## config.mk

```make
export PLATFORM = sky130hd
export DESIGN_NAME = bitstream_scan_ctrl_flat
export DESIGN_NICKNAME = d
export VERILOG_FILES = /design/src/rtl/bitstream_scan_ctrl_if.sv /design/src/rtl/bitstream_scan_ctrl.sv /design/src/flat_wrapper.sv
export SDC_FILE = /design/constraint.sdc
export NUM_CORES = 1
export LEC_CHECK = 0
export CAP_MARGIN = 10
export CELL_PAD_IN_SITES_DETAIL_PLACEMENT = 1
export CELL_PAD_IN_SITES_GLOBAL_PLACEMENT = 2
export CORE_MARGIN = 5
export CORE_UTILIZATION = 29
export CTS_CLUSTER_SIZE = 12
export DETAILED_ROUTE_END_ITERATION = 16
export PLACE_DENSITY_LB_ADDON = 0.1
export SYNTH_ARGS = -nofsm -noshare
export SYNTH_HDL_FRONTEND = slang
export SYNTH_SLANG_ARGS = --single-unit
```

## constraint.sdc

```tcl
create_clock -name clk -period 1.7 [get_ports clk]
set_input_delay 0.34 -clock clk [delete_from_list [all_inputs] [get_ports clk]]
set_output_delay 0.34 -clock clk [all_outputs]
set_load 0.03 [all_outputs]
```

## src/rtl/bitstream_scan_ctrl_if.sv

```systemverilog
// Word-in / count-out handshake bundle for bitstream_scan_ctrl.
interface bitstream_scan_ctrl_if #(
  parameter int unsigned W  = 8,
  parameter int unsigned CW = 4
);
  logic          in_valid;
  logic          in_ready;
  logic [W-1:0]  in_data;
  logic          out_valid;
  logic          out_ready;
  logic [CW-1:0] out_count;

  modport master (
    output in_valid, in_data, out_ready,
    input  in_ready, out_valid, out_count
  );

  modport slave (
    input  in_valid, in_data, out_ready,
    output in_ready, out_valid, out_count
  );
endinterface

```

## src/rtl/bitstream_scan_ctrl.sv

```systemverilog
// Serializes words MSB-first through an overlapping 1101 Mealy detector
// and reports the saturating per-word hit count over a valid/ready port.
module bitstream_scan_ctrl #(
  parameter int unsigned W     = 8,
  parameter int unsigned CW    = 4,
  parameter int unsigned CARRY = 1
) (
  input  logic                 clk,
  input  logic                 rst,
  bitstream_scan_ctrl_if.slave bus,
  input  logic                 flush,
  output logic                 hit,
  output logic                 busy
);
  localparam int unsigned BW = (W > 2) ? $clog2(W) : 1;

  typedef enum logic [1:0] {IDLE, SHIFT, REPORT} ctrl_t;
  typedef enum logic [1:0] {S0, S1, S2, S3} det_t;

  ctrl_t         state;
  det_t          det;
  det_t          det_next;
  logic [W-1:0]  sreg;
  logic [BW-1:0] bit_cnt;
  logic [CW-1:0] count;
  logic          in_ready_q;
  logic          out_valid_q;
  logic          busy_q;
  logic          b;

  assign b             = sreg[W-1];
  assign hit           = (state == SHIFT) && (det == S3) && b;
  assign bus.in_ready  = in_ready_q;
  assign bus.out_valid = out_valid_q;
  assign bus.out_count = count;
  assign busy          = busy_q;

  // Overlapping 1101: a hit leaves the trailing '1' as the start of the next match.
  always_comb begin
    det_next = S0;
    case (det)
      S0: det_next = b ? S1 : S0;
      S1: det_next = b ? S2 : S0;
      S2: det_next = b ? S2 : S3;
      S3: det_next = b ? S1 : S0;
      default: det_next = S0;
    endcase
  end

  always_ff @(posedge clk or posedge rst) begin
    if (rst) begin
      state       <= IDLE;
      det         <= S0;
      sreg        <= '0;
      bit_cnt     <= '0;
      count       <= '0;
      in_ready_q  <= 1'b1;
      out_valid_q <= 1'b0;
      busy_q      <= 1'b0;
    end else begin
      case (state)
        IDLE: begin
          if (bus.in_valid && in_ready_q) begin
            sreg       <= bus.in_data;
            bit_cnt    <= BW'(W - 1);
            count      <= '0;
            state      <= SHIFT;
            in_ready_q <= 1'b0;
            busy_q     <= 1'b1;
          end
        end
        SHIFT: begin
          sreg <= {sreg[W-2:0], 1'b0};
          if (hit && (count != {CW{1'b1}}))
            count <= count + 1'b1;
          if (bit_cnt == '0) begin
            state       <= REPORT;
            out_valid_q <= 1'b1;
          end else begin
            bit_cnt <= bit_cnt - 1'b1;
          end
        end
        REPORT: begin
          if (bus.out_ready) begin
            state       <= IDLE;
            out_valid_q <= 1'b0;
            in_ready_q  <= 1'b1;
            busy_q      <= 1'b0;
          end
        end
        default: state <= IDLE;
      endcase

      // Flush overrides everything but does not suppress this cycle's hit.
      if (flush)
        det <= S0;
      else if ((state == IDLE) && bus.in_valid && in_ready_q && (CARRY == 0))
        det <= S0;
      else if (state == SHIFT)
        det <= det_next;
    end
  end
endmodule

```

## src/flat_wrapper.sv

```systemverilog
// flat-port wrapper written by rule: the top's interface ports become plain ports
module bitstream_scan_ctrl_flat 
#(
  parameter int unsigned W     = 8,
  parameter int unsigned CW    = 4,
  parameter int unsigned CARRY = 1
)
  (clk, rst, flush, hit, busy, bus_in_valid, bus_in_data, bus_out_ready, bus_in_ready, bus_out_valid, bus_out_count);
  bitstream_scan_ctrl_if #(.W(W), .CW(CW)) bus_i ();
  input  logic clk;
  input  logic rst;
  input  logic flush;
  output logic hit;
  output logic busy;
  input wire logic [$bits(bus_i.in_valid)-1:0] bus_in_valid;
  input wire logic [$bits(bus_i.in_data)-1:0] bus_in_data;
  input wire logic [$bits(bus_i.out_ready)-1:0] bus_out_ready;
  output wire logic [$bits(bus_i.in_ready)-1:0] bus_in_ready;
  output wire logic [$bits(bus_i.out_valid)-1:0] bus_out_valid;
  output wire logic [$bits(bus_i.out_count)-1:0] bus_out_count;
  assign bus_i.in_valid = bus_in_valid;
  assign bus_i.in_data = bus_in_data;
  assign bus_i.out_ready = bus_out_ready;
  assign bus_in_ready = bus_i.in_ready;
  assign bus_out_valid = bus_i.out_valid;
  assign bus_out_count = bus_i.out_count;
  bitstream_scan_ctrl #(.W(W), .CW(CW), .CARRY(CARRY)) u_core (.clk(clk), .rst(rst), .bus(bus_i), .flush(flush), .hit(hit), .busy(busy));
endmodule
```

* Yosys cells after proc, flatten, opt, wreduce, memory -nomap -nowiden *
Index checks and enable logic that the tools add are counted.

operators by class
  add/subtract/negate cells = 2
  multipliers = 0
  div/mod/pow operators = 0
  order comparisons = 0
  equality and inequality tests = 11
  shifts and indexed selects = 0
  multiplexer cells = 26
  bitwise logic cells = 0
  reduce and logical (&&, ||, !) cells = 18

operators with widths
  operator               count
  $pmux W8 S2            1
  $reduce_and A3 Y1      5
  $mux W2                6
  $pmux W2 S3            2
  $mux W4                2
  $mux W8                1
  $ne A2 B2 Y1 const B   4
  $pmux W4 S2            1
  $reduce_bool A2 Y1     4
  $mux W1                7
  $eq A2 B2 Y1 const B   3
  $mux W3                2
  $pmux W1 S2            3
  $pmux W3 S2            1
  $add A4 B1 Y4 const B  1
  $eq A2 B1 Y1 const B   2
  $logic_and A1 B1 Y1    4
  $logic_not A2 Y1       2
  $ne A4 B4 Y1 const B   1
  $logic_not A3 Y1       1
  $sub A3 B1 Y3 const B  1
  $ne A2 B1 Y1 const B   1
  $reduce_and A2 Y1      1
  $reduce_or A2 Y1       1

word-level totals
  bits in registers = 22
  bits in latches = 0
  RAM bits = 0
  bits in read-only memories = 0
  bits of input ports = 13
  output and inout bits = 8
  logic and storage cells = 65
  memories = 0

* Logic depth before layout (Yosys ltp) *
  word-level depth = 6
  mapped depth = 6

* Least setup slack after synthesis *
Ideal clock, no wire load.

  kind = flip-flop to flip-flop
  start point = register u_core.bit_cnt[0]
  end point = register u_core.bit_cnt[1]
  arrival = 1462 ps
  setup slack = 158 ps
  stages on the path, launching flop included = 7
  period minus slack after synthesis = 1542 ps
  path through = dfrtp_1 inv_1 ha_1 ha_1 nor3b_1 or2_2 a2bb2oi_1

on the way
  word-level cells in the longest chain between the ends = 3

ends and longest elaborated chain
  what                                                      line                                                  RTL
  start: declaration                                        bitstream_scan_ctrl.sv:24                             logic [BW-1:0] bit_cnt;
  start signal: assignment                                  bitstream_scan_ctrl.sv:65                             bit_cnt <= BW'(W - 1);
  start signal: assignment                                  bitstream_scan_ctrl.sv:80                             bit_cnt <= bit_cnt - 1'b1;
  $sub A3 B1 Y3 / $logic_not A3 Y1 (equally long branches)  bitstream_scan_ctrl.sv:80, bitstream_scan_ctrl.sv:76
  $mux W3 / $ne A2 B2 Y1 (equally long branches)            --
  $pmux W3 S2 / $reduce_and A3 Y1 (equally long branches)   --

Parallel ways exist; a longest one is shown, timed or not. The select of a mux whose other input is x is not followed.
A chain may end at the register's enable or synchronous reset.

* Worst setup path after layout *
  start point = register u_core.det[1]
  end point = output port hit

on the way
  word-level cells in the longest chain between the ends = 3

ends and longest elaborated chain
  what                               line                        RTL
  start: declaration                 bitstream_scan_ctrl.sv:21   det_t det;
  start signal: assignment           bitstream_scan_ctrl.sv:100  det <= det_next;
  $eq A2 B2 Y1                       bitstream_scan_ctrl.sv:32   assign hit = (state == SHIFT) && (det == S3) && b;
  $logic_and A1 B1 Y1 (2 in series)  bitstream_scan_ctrl.sv:32
  end: declaration                   flat_wrapper.sv:13          output logic hit;

No other way between the ends.

==> metrics.log <==
[metrics] clock-pin slew on the worst setup and hold paths: 0.08 ns
[metrics] post-route design area: 1510 um^2
[metrics] count of pins over their slew limit: 0
[metrics] Worst Path Class, Setup: flip-flop to output port
[metrics] Max FO, Critical Path: 5
[metrics] Setup Skew: 0.00133 ns
[metrics] total overflow reported by the global router: 0
[metrics] number of enable-type register cells in the synthesized netlist: 0
[metrics] crit end category: output port
[metrics] IR drop worst, VDD: 0.353 mV
[metrics] Clock Sinks: 22
[metrics] syn_nets: 127
[metrics] number of buffers created by CTS: 3
[metrics] crit path DAT: 1.31 ns
[metrics] register-to-register setup slack: 0.10 ns
[metrics] endpoint of the lowest-slack register-to-register path: u_core.sreg[3]$_DFFE_PP0P_
[metrics] final hold violations: 0
[metrics] post-synthesis instance area: 1140 um^2
[metrics] DR vias: 854
[metrics] placed cell area: 1430 um^2
[metrics] Max-cap violations: 0
[metrics] synthesis warning total: 0
[metrics] total number of nets in the final design: 159
[metrics] row count: 22
[metrics] fill cell instance count of the final layout: 446
[metrics] Synth area leaders: sky130_fd_sc_hd__dfrtp_1, sky130_fd_sc_hd__mux2i_1, sky130_fd_sc_hd__ha_1
[metrics] ratio of total power to cell area: 1190 nW/um^2
[metrics] largest area contributor in the netlist: sky130_fd_sc_hd__dfrtp_1
[metrics] iteration count of the initial detailed-routing pass: 2
[metrics] total leakage power: 0.000716 uW
[metrics] highest cell delay on the worst timing path: 0.42 ns
[metrics] Starting Density: 30.4%
[metrics] synth unique cells: 33
[metrics] final critical-path required period: 1.65 ns
[metrics] average wire per standard cell: 13.3 um
[metrics] fmax: 606 MHz
[metrics] number of nets with antenna violations after routing: 0
[metrics] cell at the root of the clock tree: sky130_fd_sc_hd__clkbuf_8
[metrics] number of DRC violations after detailed-routing iteration 0: 7
[metrics] crit path cell chain: ha_1, and4b_2, buf_6
[metrics] Worst R2R Start: u_core.bus.in_ready$_DFFE_PP1P_
[metrics] antenna violations before repair: 0
[metrics] worst slew slack as a fraction of its limit: 78.0%
[metrics] global-route wire length before repair: 4.25 mm
[metrics] number of storage elements in the synthesis netlist: 22
[metrics] Worst Setup SP: u_core.det[1]$_DFFE_PP0P_
[metrics] share of the clock period used by the worst path: 97.1%
[metrics] width of the die: 72.7 um
[metrics] Worst Tran Pin Value: 0.330 ns
[metrics] area fraction of the dominant cell type after synthesis: 46.2%
[metrics] maximum clock path buffer count: 2
[metrics] clock tree from TritonCTS: yes
[metrics] Avg Vias per Cell: 4.57
[metrics] final setup violation count: 0
[metrics] worst path required time: 1.36 ns
[metrics] mean instance size in the synthesized netlist: 10.5 um^2
[metrics] fraction of registers with async set/reset: 100%
[metrics] Total Negative Setup Slacks: 0 ns
[metrics] highest-delay cell along the critical path: sky130_fd_sc_hd__dfrtp_1
[metrics] most frequent cells in the layout: sky130_fd_sc_hd__dfrtp_1, sky130_fd_sc_hd__nand2_1, sky130_fd_sc_hd__clkdlybuf4s50_1, sky130_fd_sc_hd__buf_4
[metrics] end-of-flow core utilization: 40.4%
[metrics] detailed placer's ending HPWL: 1.90 mm
[metrics] vertical die dimension: 72.7 um
[metrics] area growth from synthesis to final layout: 33.0%
[metrics] setup repair after global routing missed its margin: yes
[metrics] number of design rule violations left after detail routing: 0
[metrics] dominant register cell in the synthesized netlist: sky130_fd_sc_hd__dfrtp_1
[metrics] maximum number of pins on one net before global-route repair: 23
[metrics] total track usage: 10.1%
[metrics] final RePlAce weighted congestion: 0.773
[metrics] worst reg2reg path depth: 4
[metrics] share of cells above drive strength 1: 18.7%
[metrics] vias in the first global route: 923
[metrics] # diodes: 0
[metrics] Die Area: 5280 um^2
[metrics] number of H-tree levels: 1
[metrics] overall power of the completed layout: 1800 uW
[metrics] clock network latency to the later pin of the worst-skew pair: 0.26 ns
[metrics] final WL: 2.48 mm
[metrics] core area: 3740 um^2
[metrics] category of the worst setup path launch point: flip-flop
[metrics] result of the run: finished clean
[metrics] type of the most critical hold path: input pin to async pin
[metrics] gate count of the mapped netlist: 108
[metrics] Port Buffer Count: 20
[metrics] sequential cell area fraction in the yosys report: 48.5%
[metrics] Ports: 21
[metrics] commonest non-fill, non-tap cell in the layout: sky130_fd_sc_hd__dfrtp_1
## Yosys cell counts, drive strengths merged (2+ instances only)
cell / count
a211oi: 2
a21oi: 3
a22o: 2
a2bb2oi: 2
and2b: 2
buf: 6
dfrtp: 21
ha: 6
inv: 10
mux2i: 10
nand2: 14
nand3: 2
nor2: 2
o21ai: 10
o22ai: 3
or2b: 2
## registers in the layout, summed over array words and instances (netlist names)
register,count
u_core.sreg,8
u_core.bus.out_count,4
u_core.bit_cnt,3
u_core.det,2
u_core.state,2
u_core.bus.in_ready,1
u_core.bus.out_valid,1
u_core.busy,1
## worst max-delay path, delay by kind of cell (launching register included)
family                     cells  cell delay (ns)
adders and majority gates      1             0.20
buffers and inverters          1             0.15
DFF                            1             0.42
and+or+nand+nor                1             0.28
## through the flow
step	setup WS [ns]	hold WS [ns]	instances
floorplan	0.158	0.328	108
global placement	-0.150	0.459	179
detailed placement	-0.214	0.470	179
CTS	0.00224	0.428	183
global route	-0.0108	0.479	187
finish	0.0497	0.416	187
## worst max path at each step
stage	slack, ns	endpoint
4_1_cts	0.002	hit
5_1_grt	-0.01	u_core.sreg[6]$_DFFE_PP0P_
6_report	0.05	hit
2_1_floorplan	0.16	u_core.bit_cnt[1]$_DFFE_PP0P_
3_3_place_gp	-0.15	u_core.sreg[1]$_DFFE_PP0P_
3_5_place_dp	-0.21	u_core.sreg[3]$_DFFE_PP0P_
## cells by family after synthesis
logic type / Yosys count / synth area share (%)
muxes: 11 / 9.78
xor gates and xnor gates: 1 / 0.769
adders and majority gates: 6 / 6.59
and+or+nand+nor: 28 / 13.1
buffers and inverters: 16 / 8.02
AOI/OAI and AO/OA: 24 / 13.3
DFF: 22 / 48.5
## layout make-up
cell class | count | area [um^2] | share of cell area (%)
timing repair buffer | 33 | 299 | 19.8
multi-input combinational | 70 | 510 | 33.7
tap | 48 | 60.1 | 3.97
inverter | 10 | 37.5 | 2.48
clock buffer | 4 | 55.1 | 3.64
sequential | 22 | 552 | 36.4
## what timing repair did
| action | 4_1_cts | 5_1_grt |
|---|---|---|
| resized for setup | 4 | 3 |
| endpoints found under the setup margin | 4 | 5 |
| hold buffers | 0 | 0 |
| pin swaps | 0 | 1 |
| buffers inserted | 0 | 4 |
## where the power goes
part           total [uW]  switching (uW)  leakage [uW]  internal, uW
clock network         373             167     0.0000288           206
registers             801             122      0.000281           679
logic                 625             310      0.000407           316
## layer usage
layer,vias up,wire length (um),global-route usage (%)
met5,-,0,0
met4,0,25,3.07
met3,5,107,2.62
met2,15,1150,16.2
met1,406,1200,13.2
li1,428,-,-
No activity file was read; power rests on OpenSTA's default activity.
